===== config.mk =====
export PLATFORM = sky130hd
export DESIGN_NAME = snn_spike_emitter
export DESIGN_NICKNAME = d
export VERILOG_FILES = /design/src/rtl/snn_spike_emitter_pkg.sv /design/src/rtl/snn_spike_emitter.sv
export SDC_FILE = /design/constraint.sdc
export NUM_CORES = 1
export LEC_CHECK = 0
export CORE_UTILIZATION = 37
export CTS_CLUSTER_DIAMETER = 200
export DETAILED_ROUTE_END_ITERATION = 12
export PLACE_DENSITY = 0.8
export SLEW_MARGIN = 20
export SYNTH_ARGS = -nofsm -noshare
export SYNTH_HDL_FRONTEND = slang
export SYNTH_SLANG_ARGS = --single-unit

===== constraint.sdc =====
create_clock -name clk -period 2.6 [get_ports clk]
set_clock_uncertainty 0.1 [all_clocks]
set_input_delay 0.78 -clock clk [delete_from_list [all_inputs] [get_ports clk]]
set_output_delay 0.78 -clock clk [all_outputs]
set_load 0.01 [all_outputs]

===== src/rtl/snn_spike_emitter_pkg.sv =====
// Shared SNN types: packed coordinates, output spike events, emitter FSM
// states and the threshold compare used at the end of each timestep.
package snn_spike_emitter_pkg;

  localparam int unsigned VEC_COORD_BITS  = 8;
  localparam int unsigned MAX_CHANNELS    = 8;
  localparam int unsigned MAX_NEURON_BITS = 32;
  localparam int unsigned EVT_CH_W        = $clog2(MAX_CHANNELS);
  localparam int          DEFAULT_THRESHOLD = 64;

  typedef struct packed {
    logic [VEC_COORD_BITS-1:0] x;
    logic [VEC_COORD_BITS-1:0] y;
  } vec2_t;

  typedef struct packed {
    vec2_t               coord;
    logic [EVT_CH_W-1:0] channel;
  } spike_event_t;

  typedef enum logic [2:0] {
    ST_IDLE,
    ST_READ,
    ST_EVAL,
    ST_EMIT,
    ST_DONE
  } emit_state_e;

  function automatic vec2_t pack_coord(input logic [VEC_COORD_BITS-1:0] x,
                                       input logic [VEC_COORD_BITS-1:0] y);
    vec2_t v;
    v.x = x;
    v.y = y;
    return v;
  endfunction

  // Potentials and threshold are both sign-extended from neuron_bits, so the
  // compare behaves exactly like a signed compare at the neuron width.
  function automatic logic [MAX_CHANNELS-1:0] fire_mask(
    input logic [MAX_CHANNELS*MAX_NEURON_BITS-1:0] word,
    input int unsigned                             neuron_bits,
    input int unsigned                             channels,
    input int                                      threshold
  );
    logic [MAX_CHANNELS-1:0]           mask;
    logic [MAX_NEURON_BITS-1:0]        raw;
    logic signed [MAX_NEURON_BITS-1:0] pot;
    logic signed [MAX_NEURON_BITS-1:0] thr;
    int unsigned                       sh;
    mask = '0;
    sh   = MAX_NEURON_BITS - neuron_bits;
    thr  = $signed(MAX_NEURON_BITS'(threshold) << sh) >>> sh;
    for (int unsigned c = 0; c < MAX_CHANNELS; c++) begin
      raw = MAX_NEURON_BITS'(word >> (c * neuron_bits));
      pot = $signed(raw << sh) >>> sh;
      mask[EVT_CH_W'(c)] = (c < channels) && (pot >= thr);
    end
    return mask;
  endfunction

endpackage


===== src/rtl/snn_spike_emitter.sv =====
// End-of-timestep scan of the membrane-potential map: fires neurons at or
// above threshold, zeroes them in place and emits one event per spike.
module snn_spike_emitter
  import snn_spike_emitter_pkg::*;
#(
  parameter int unsigned COORD_BITS  = 8,
  parameter int unsigned IMG_WIDTH   = 32,
  parameter int unsigned IMG_HEIGHT  = 32,
  parameter int unsigned NEURON_BITS = 9,
  parameter int unsigned CHANNELS    = 2,
  parameter int          THRESHOLD   = DEFAULT_THRESHOLD,
  localparam int unsigned ADDR_W = $clog2(IMG_WIDTH * IMG_HEIGHT),
  localparam int unsigned CH_W   = (CHANNELS > 1) ? $clog2(CHANNELS) : 1,
  localparam int unsigned WORD_W = CHANNELS * NEURON_BITS,
  localparam int unsigned EVT_W  = 2 * COORD_BITS
) (
  input  logic              clk,
  input  logic              rst_n,
  input  logic              start_i,
  output logic              busy_o,
  output logic              done_o,
  output logic              fm_rd_en_o,
  output logic [ADDR_W-1:0] fm_rd_addr_o,
  input  logic [WORD_W-1:0] fm_rd_data_i,
  output logic              fm_wr_en_o,
  output logic [ADDR_W-1:0] fm_wr_addr_o,
  output logic [WORD_W-1:0] fm_wr_data_o,
  output logic              evt_valid_o,
  input  logic              evt_ready_i,
  output logic [EVT_W-1:0]  evt_coord_o,
  output logic [CH_W-1:0]   evt_channel_o
);

  localparam int unsigned X_W = (IMG_WIDTH > 1) ? $clog2(IMG_WIDTH) : 1;
  localparam int unsigned Y_W = (IMG_HEIGHT > 1) ? $clog2(IMG_HEIGHT) : 1;

  emit_state_e         state_q, state_d;
  logic [X_W-1:0]      x_q, x_d;
  logic [Y_W-1:0]      y_q, y_d;
  logic [CHANNELS-1:0] mask_q, mask_d;

  logic [CHANNELS-1:0] fire_c;
  logic [CHANNELS-1:0] lowbit;
  logic [CH_W-1:0]     low_idx;
  logic [ADDR_W-1:0]   pix_addr;
  logic [WORD_W-1:0]   wr_word;
  logic                last_pix;
  logic                x_wrap;
  logic                advance;
  spike_event_t        evt;

  // State register
  always_ff @(posedge clk or negedge rst_n) begin
    if (!rst_n) begin
      state_q <= ST_IDLE;
      x_q     <= '0;
      y_q     <= '0;
      mask_q  <= '0;
    end else begin
      state_q <= state_d;
      x_q     <= x_d;
      y_q     <= y_d;
      mask_q  <= mask_d;
    end
  end

  // Datapath: fire mask of the word being evaluated, write-back word and
  // the lowest pending channel of the registered mask.
  always_comb begin
    fire_c   = CHANNELS'(fire_mask((MAX_CHANNELS * MAX_NEURON_BITS)'(fm_rd_data_i),
                                   NEURON_BITS, CHANNELS, THRESHOLD));
    pix_addr = ADDR_W'(y_q) * ADDR_W'(IMG_WIDTH) + ADDR_W'(x_q);
    x_wrap   = (x_q == X_W'(IMG_WIDTH - 1));
    last_pix = x_wrap && (y_q == Y_W'(IMG_HEIGHT - 1));
    lowbit   = mask_q & (~mask_q + CHANNELS'(1));
    low_idx  = '0;
    wr_word  = '0;
    for (int unsigned c = 0; c < CHANNELS; c++) begin
      if (lowbit[c]) low_idx = CH_W'(c);
      wr_word[c*NEURON_BITS +: NEURON_BITS] =
        fire_c[c] ? '0 : fm_rd_data_i[c*NEURON_BITS +: NEURON_BITS];
    end
    evt.coord   = pack_coord(VEC_COORD_BITS'(x_q), VEC_COORD_BITS'(y_q));
    evt.channel = EVT_CH_W'(low_idx);
  end

  // Next-state, pixel counters and pending-spike mask
  always_comb begin
    state_d = state_q;
    x_d     = x_q;
    y_d     = y_q;
    mask_d  = mask_q;
    advance = 1'b0;
    unique case (state_q)
      ST_IDLE: begin
        if (start_i) begin
          state_d = ST_READ;
          x_d     = '0;
          y_d     = '0;
        end
      end
      ST_READ: state_d = ST_EVAL;
      ST_EVAL: begin
        if (|fire_c) begin
          mask_d  = fire_c;
          state_d = ST_EMIT;
        end else begin
          advance = 1'b1;
        end
      end
      ST_EMIT: begin
        if (evt_ready_i) begin
          mask_d  = mask_q & ~lowbit;
          advance = (mask_d == '0);
        end
      end
      ST_DONE: state_d = ST_IDLE;
      default: state_d = ST_IDLE;
    endcase
    if (advance) begin
      if (last_pix) begin
        state_d = ST_DONE;
      end else begin
        state_d = ST_READ;
        if (x_wrap) begin
          x_d = '0;
          y_d = y_q + Y_W'(1);
        end else begin
          x_d = x_q + X_W'(1);
        end
      end
    end
  end

  // Output decode
  always_comb begin
    busy_o        = (state_q != ST_IDLE);
    done_o        = 1'b0;
    fm_rd_en_o    = 1'b0;
    fm_rd_addr_o  = '0;
    fm_wr_en_o    = 1'b0;
    fm_wr_addr_o  = '0;
    fm_wr_data_o  = '0;
    evt_valid_o   = 1'b0;
    evt_coord_o   = '0;
    evt_channel_o = '0;
    unique case (state_q)
      ST_READ: begin
        fm_rd_en_o   = 1'b1;
        fm_rd_addr_o = pix_addr;
      end
      ST_EVAL: begin
        if (|fire_c) begin
          fm_wr_en_o   = 1'b1;
          fm_wr_addr_o = pix_addr;
          fm_wr_data_o = wr_word;
        end
      end
      ST_EMIT: begin
        evt_valid_o   = 1'b1;
        evt_coord_o   = EVT_W'(evt.coord);
        evt_channel_o = CH_W'(evt.channel);
      end
      ST_DONE: done_o = 1'b1;
      default: ;
    endcase
  end

endmodule


# Yosys cells after proc, flatten, opt, wreduce, memory -nomap -nowiden
# Index checks and enable logic that the tools add are counted.
# word_totals
elab_cells,69
ff_bits,15
output_inout_bits,60
# op_classes
bitwise_logic,4
eq_ne,11
add_sub_neg,4
n_reduce_logical,8
n_lt_le_gt_ge,2
mux,36
# ops
cell,n
two-way mux 5 bit,10
two-way mux 18 bit,2
two-way mux 10 bit,3
">= comparator 9 x 8 -> 1 bit, second input constant",2
two-way mux 9 bit,2
two-way mux 13 bit,1
two-way mux 3 bit,4
one-hot mux 3 bit (4 select lines),1
adder 10 x 5 -> 10 bit,1
"adder 5 x 1 -> 5 bit, second input constant",2
"== test 5 bit, second input constant",2
two-way mux 1 bit,9
"== test 3 x 2 -> 1 bit, second input constant",2
"!= test 2 bit, second input constant",3
"!= test 3 bit, second input constant",2
AND reduction 3 bit,2
bitwise AND 2 bit,2
two-way mux 2 bit,2
inverter 2 bit,2
one-hot mux 2 bit (2 select lines),1
"== test 3 x 1 -> 1 bit, second input constant",1
"== test 3 bit, second input constant",1
logical NOT 3 bit,1
nonzero test 3 bit,1
6 further kinds,6

# Logic depth before layout (Yosys ltp)
# logic_depth
depth_word,10
depth_mapped,7
ltp_nobuf,7

# Least setup slack after synthesis
# OpenSTA, ideal clock, no wires.
# synth_path
path_kind,input -> output
start,in fm_rd_data_i[8]
end,out fm_wr_data_o[10]
arrival_ns,1.616
stages,4
path_slack_ns,0.104
path_cell_list,o21bai_1 > buf_2 > nor2_1 > and3_1
# synth_via
elab_chain_len,4
# synth_rtl
item,line_no,rtl
start: declaration,snn_spike_emitter.sv:24,"input logic [WORD_W-1:0] fm_rd_data_i,"
>= comparator 9 x 8 -> 1 bit,snn_spike_emitter_pkg.sv:56,mask[EVT_CH_W'(c)] = (c < channels) && (pot >= thr);
OR reduction 2 bit,snn_spike_emitter.sv:153,if (|fire_c) begin
two-way mux 18 bit,snn_spike_emitter.sv:153,
two-way mux 18 bit,snn_spike_emitter.sv:147,unique case (state_q)
end: declaration,snn_spike_emitter.sv:27,"output logic [WORD_W-1:0] fm_wr_data_o,"
# No other way between the ends.

# Worst setup path in the final report
# layout_path
start,reg state_q[2]
end,out fm_wr_addr_o[9]
# layout_via
elab_chain_len,2
# layout_rtl
item,line_no,rtl
start: declaration,snn_spike_emitter.sv:37,"emit_state_e state_q, state_d;"
start signal: assignment,snn_spike_emitter.sv:60,state_q <= state_d;
== test 3 x 2 -> 1 bit,snn_spike_emitter.sv:147,
two-way mux 10 bit,snn_spike_emitter.sv:147,
end: declaration,snn_spike_emitter.sv:26,"output logic [ADDR_W-1:0] fm_wr_addr_o,"
# No other way between the ends.

==> results by group <==
Clock tree
  • TritonCTS Sinks: 15
  • Clk_lat worst skew: 0.30 ns
  • H-tree depth: 1
  • CTS Root Cell: clkbuf_4
  • CTS tree: built
  • Clock slew at reported path FFs: 0.10 ns
  • Max clock buf depth: 2
  • CTS Buf Count: 3

Power
  • Peak supply drop: 0.000324 V
  • Sw power: 0.624 mW
  • Cell Pwr Density: 652 mW/mm2
  • Leakage: 1.19 nW
  • Combinational Power Share: 0.660
  • Switching Share: 0.419
  • Share of power burned in registers: 0.245
  • Clock network power share: 0.096
  • Pint: 0.866 mW

Logic synthesis
  • #FFs+latches synth: 15
  • Synth area leaders: dfrtp_1, and2_1, and3_1
  • Share of the synthesized area in the top cell type: 0.290
  • Synthesis Warnings: 0
  • Post-synth top area cell: dfrtp_1
  • Seq/Total Area, Yosys: 0.290
  • Gate Count Post-Synth: 155
  • Synth cell types: 36
  • Mapped cell area: 0.00129 mm2
  • Syn Area/Cell: 8.35 um2

Floorplanning
  • Die Ht: 61.1 um
  • Io pins: 82
  • DIE WIDTH: 61.1 um
  • Rows: 21
  • Starting Density: 0.388
  • Core ar.: 0.00334 mm2
  • Die area: 0.00374 mm2

Hold path
  • HP Class: reg -> reg
  • Worst hold start: mask_q[0]
  • WHS Path Cells: 1
  • WHS Endpoint: mask_q[0]

Placement
  • Routability cong.: 0.783
  • Input/output buffers: 75
  • Placed Cells: 282
  • Hpwl dp: 2810 um

Timing
  • Final Max Slew Viols: 0
  • Final worst slack: -0.0783 ns
  • RSZ-0062 raised after global routing: yes
  • Hold WS: 0.473 ns
  • Actual slew at the worst max-slew pin: 0.690 ns
  • Setup violators final: 12
  • Hold Fails Final Rpt: 0
  • F_max: 373 MHz
  • Final TNS setup: -0.594 ns
  • Period utilization: 1.03
  • Slew Limit Headroom: 0.538
  • Final min period: 2.68 ns

Setup path
  • Critical R2R Capture: y_q[2]
  • Worst Path Required: 1.72 ns
  • Cell family with most CP delay: simple AND/OR/NAND/NOR gates
  • R2R setup slack: 0.62 ns
  • CP peak stage delay: 0.42 ns
  • Worst-path maximum fanout: 4
  • Crit path arrival time: 1.80 ns
  • Buf+Inv Stages, Crit Path: 3
  • FF-to-FF Start: x_q[0]
  • Worst Path Class, Setup: reg -> out
  • Critical Path Source Type: register
  • CP endpoint kind: output port
  • Cell repeated most along the worst path: buf_6
  • Depth of the worst register-to-register path: 6
  • CP max-delay cell: or3b_4
  • CP cell instances: or3b_4 > a21o_4 > clkinvlp_4 > buf_6 > and2_4 > buf_6

Status
  • Failing checks: negative setup slack
  • Outcome: complete, but fails checks

Routing
  • Aggregate routed wire length: 4310 um
  • Vias: 1,513
  • Initial DRT Pass Iterations: 4
  • DRC violations left: 0
  • Per-cell routed wire length: 14.4 um
  • Vias per inst: 5.04
  • Post-DRT Antenna Nets: 0
  • DR iter-0 viols: 53

Finish
  • Area Growth Syn to Fin: 76.7%
  • Post-layout nets: 281
  • Share of layout cells above drive strength 1: 0.409
  • Multi-input logic area: 930 um2
  • Number of inserted diodes: 0
  • Sequential cell area: 375 um2
  • Layout fillers: 287
  • Post-Layout Cell Count: 300

GRT
  • Vias in the first global route: 1,298
  • First-pass GRT wire length: 5900 um
  • Initial antenna violation count: 0
  • GRT Residual Overflow: 0
  • Total track usage: 0.217
  • Largest net degree at the start of global routing: 18

Flow run
  • Max-cap violation count: 0
layout by cell type, fill, tap and decap left out, types with 5 or more instances in the layout:
cell type and count:
a31o_2 6, and2_1 24, and2_4 8, and3_1 16, buf_2 21, buf_4 18
buf_6 19, clkbuf_2 8, clkdlybuf4s15_1 11, clkdlybuf4s50_1 17, conb_1 6, dfrtp_1 15
inv_1 6, nand2_1 12, nand2b_1 5
power groups by stage:
stage                     Clock, mW  Sequential (mW)  Combinational (mW)
after floorplan                   0            0.354               0.434
after global placement            0            0.360               0.819
after detailed placement          0            0.362               0.828
after CTS                     0.145            0.358               0.846
after global routing          0.157            0.376                1.07
final                         0.143            0.364               0.982
kinds of logic after synthesis:
kind of cell,count (synthesis),synth area share
compound gates,25,0.160
fa+ha+maj,4,0.0387
buf+inv,19,0.0783
flops,15,0.290
mux,4,0.0309
other cells,1,0.00290
simple gates,87,0.399
flip-flops by register name, indices dropped and copies added, names as in the netlist:
name / cells
x_q: 5
mask_q: 2
y_q: 5
state_q: 3
metrics by stage:
| stage | total power [mW] | setup WS [ns] | cell area (um2) | utilization |
|---|---|---|---|---|
| 2_1_floorplan | 0.789 | 0.104 | 1310 | - |
| 3_3_place_gp | 1.18 | -0.858 | 2160 | 0.646 |
| 3_5_place_dp | 1.19 | -0.920 | 2160 | 0.646 |
| 4_1_cts | 1.35 | -0.138 | 2140 | 0.642 |
| 5_1_grt | 1.60 | -0.115 | 2290 | 0.685 |
| 6_report | 1.49 | -0.0783 | 2290 | 0.685 |
metal layers:
layer,GRT usage,share of wire,up-vias
met5,0,0,-
met1,0.265,0.40,708
met4,0.0812,0.017,0
met2,0.387,0.51,64
met3,0.0315,0.073,8
li1,-,-,733
synth_stat cells (all sizes together):
| library cell | n |
|---|---|
| a211oi | 1 |
| a21o | 1 |
| a21oi | 4 |
| a221oi | 4 |
| a31o | 6 |
| and2 | 32 |
| and3 | 20 |
| and3b | 2 |
| buf | 9 |
| clkbuf | 3 |
| conb | 1 |
| dfrtp | 15 |
| ha | 4 |
| inv | 7 |
| mux2i | 4 |
| nand2 | 12 |
| nand2b | 5 |
| nand3 | 4 |
| nand4 | 1 |
| nor2 | 2 |
| nor2b | 1 |
| nor3 | 3 |
| nor3b | 2 |
| o2111ai | 1 |
| o21ai | 4 |
| o21bai | 2 |
| o2bb2ai | 1 |
| o41ai | 1 |
| or2 | 2 |
| or3b | 1 |
cell type report:
type	instances	area share
multi-input cells	127	0.407
repair buffers	100	0.372
inverters	7	0.0170
well taps	46	0.0252
clock inverters	1	0.00219
repair inverters	1	0.00328
flip-flops and latches	15	0.164
clock buffers	3	0.00985
how the worst max path moves through the flow:
| stage | start | cells after the start | to |
|---|---|---|---|
| 6_report | state_q[2] | 6 | fm_wr_addr_o[9] |
| 3_5_place_dp | fm_rd_data_i[8] | 6 | fm_wr_data_o[15] |
| 5_1_grt | state_q[2] | 6 | fm_wr_addr_o[9] |
| 4_1_cts | fm_rd_data_i[6] | 8 | fm_wr_addr_o[9] |
| 2_1_floorplan | fm_rd_data_i[8] | 4 | fm_wr_data_o[10] |
| 3_3_place_gp | fm_rd_data_i[8] | 7 | fm_wr_data_o[7] |
repair_timing:
action	CTS	global route
hold buffers	0	0
gates cloned	2	1
gates resized for setup	168	71
pin swaps	4	9
endpoints found under the setup margin	52	48
buffers inserted	8	5
endpoints found under the hold margin	0	0
No activity file was read; power rests on OpenSTA's default activity.
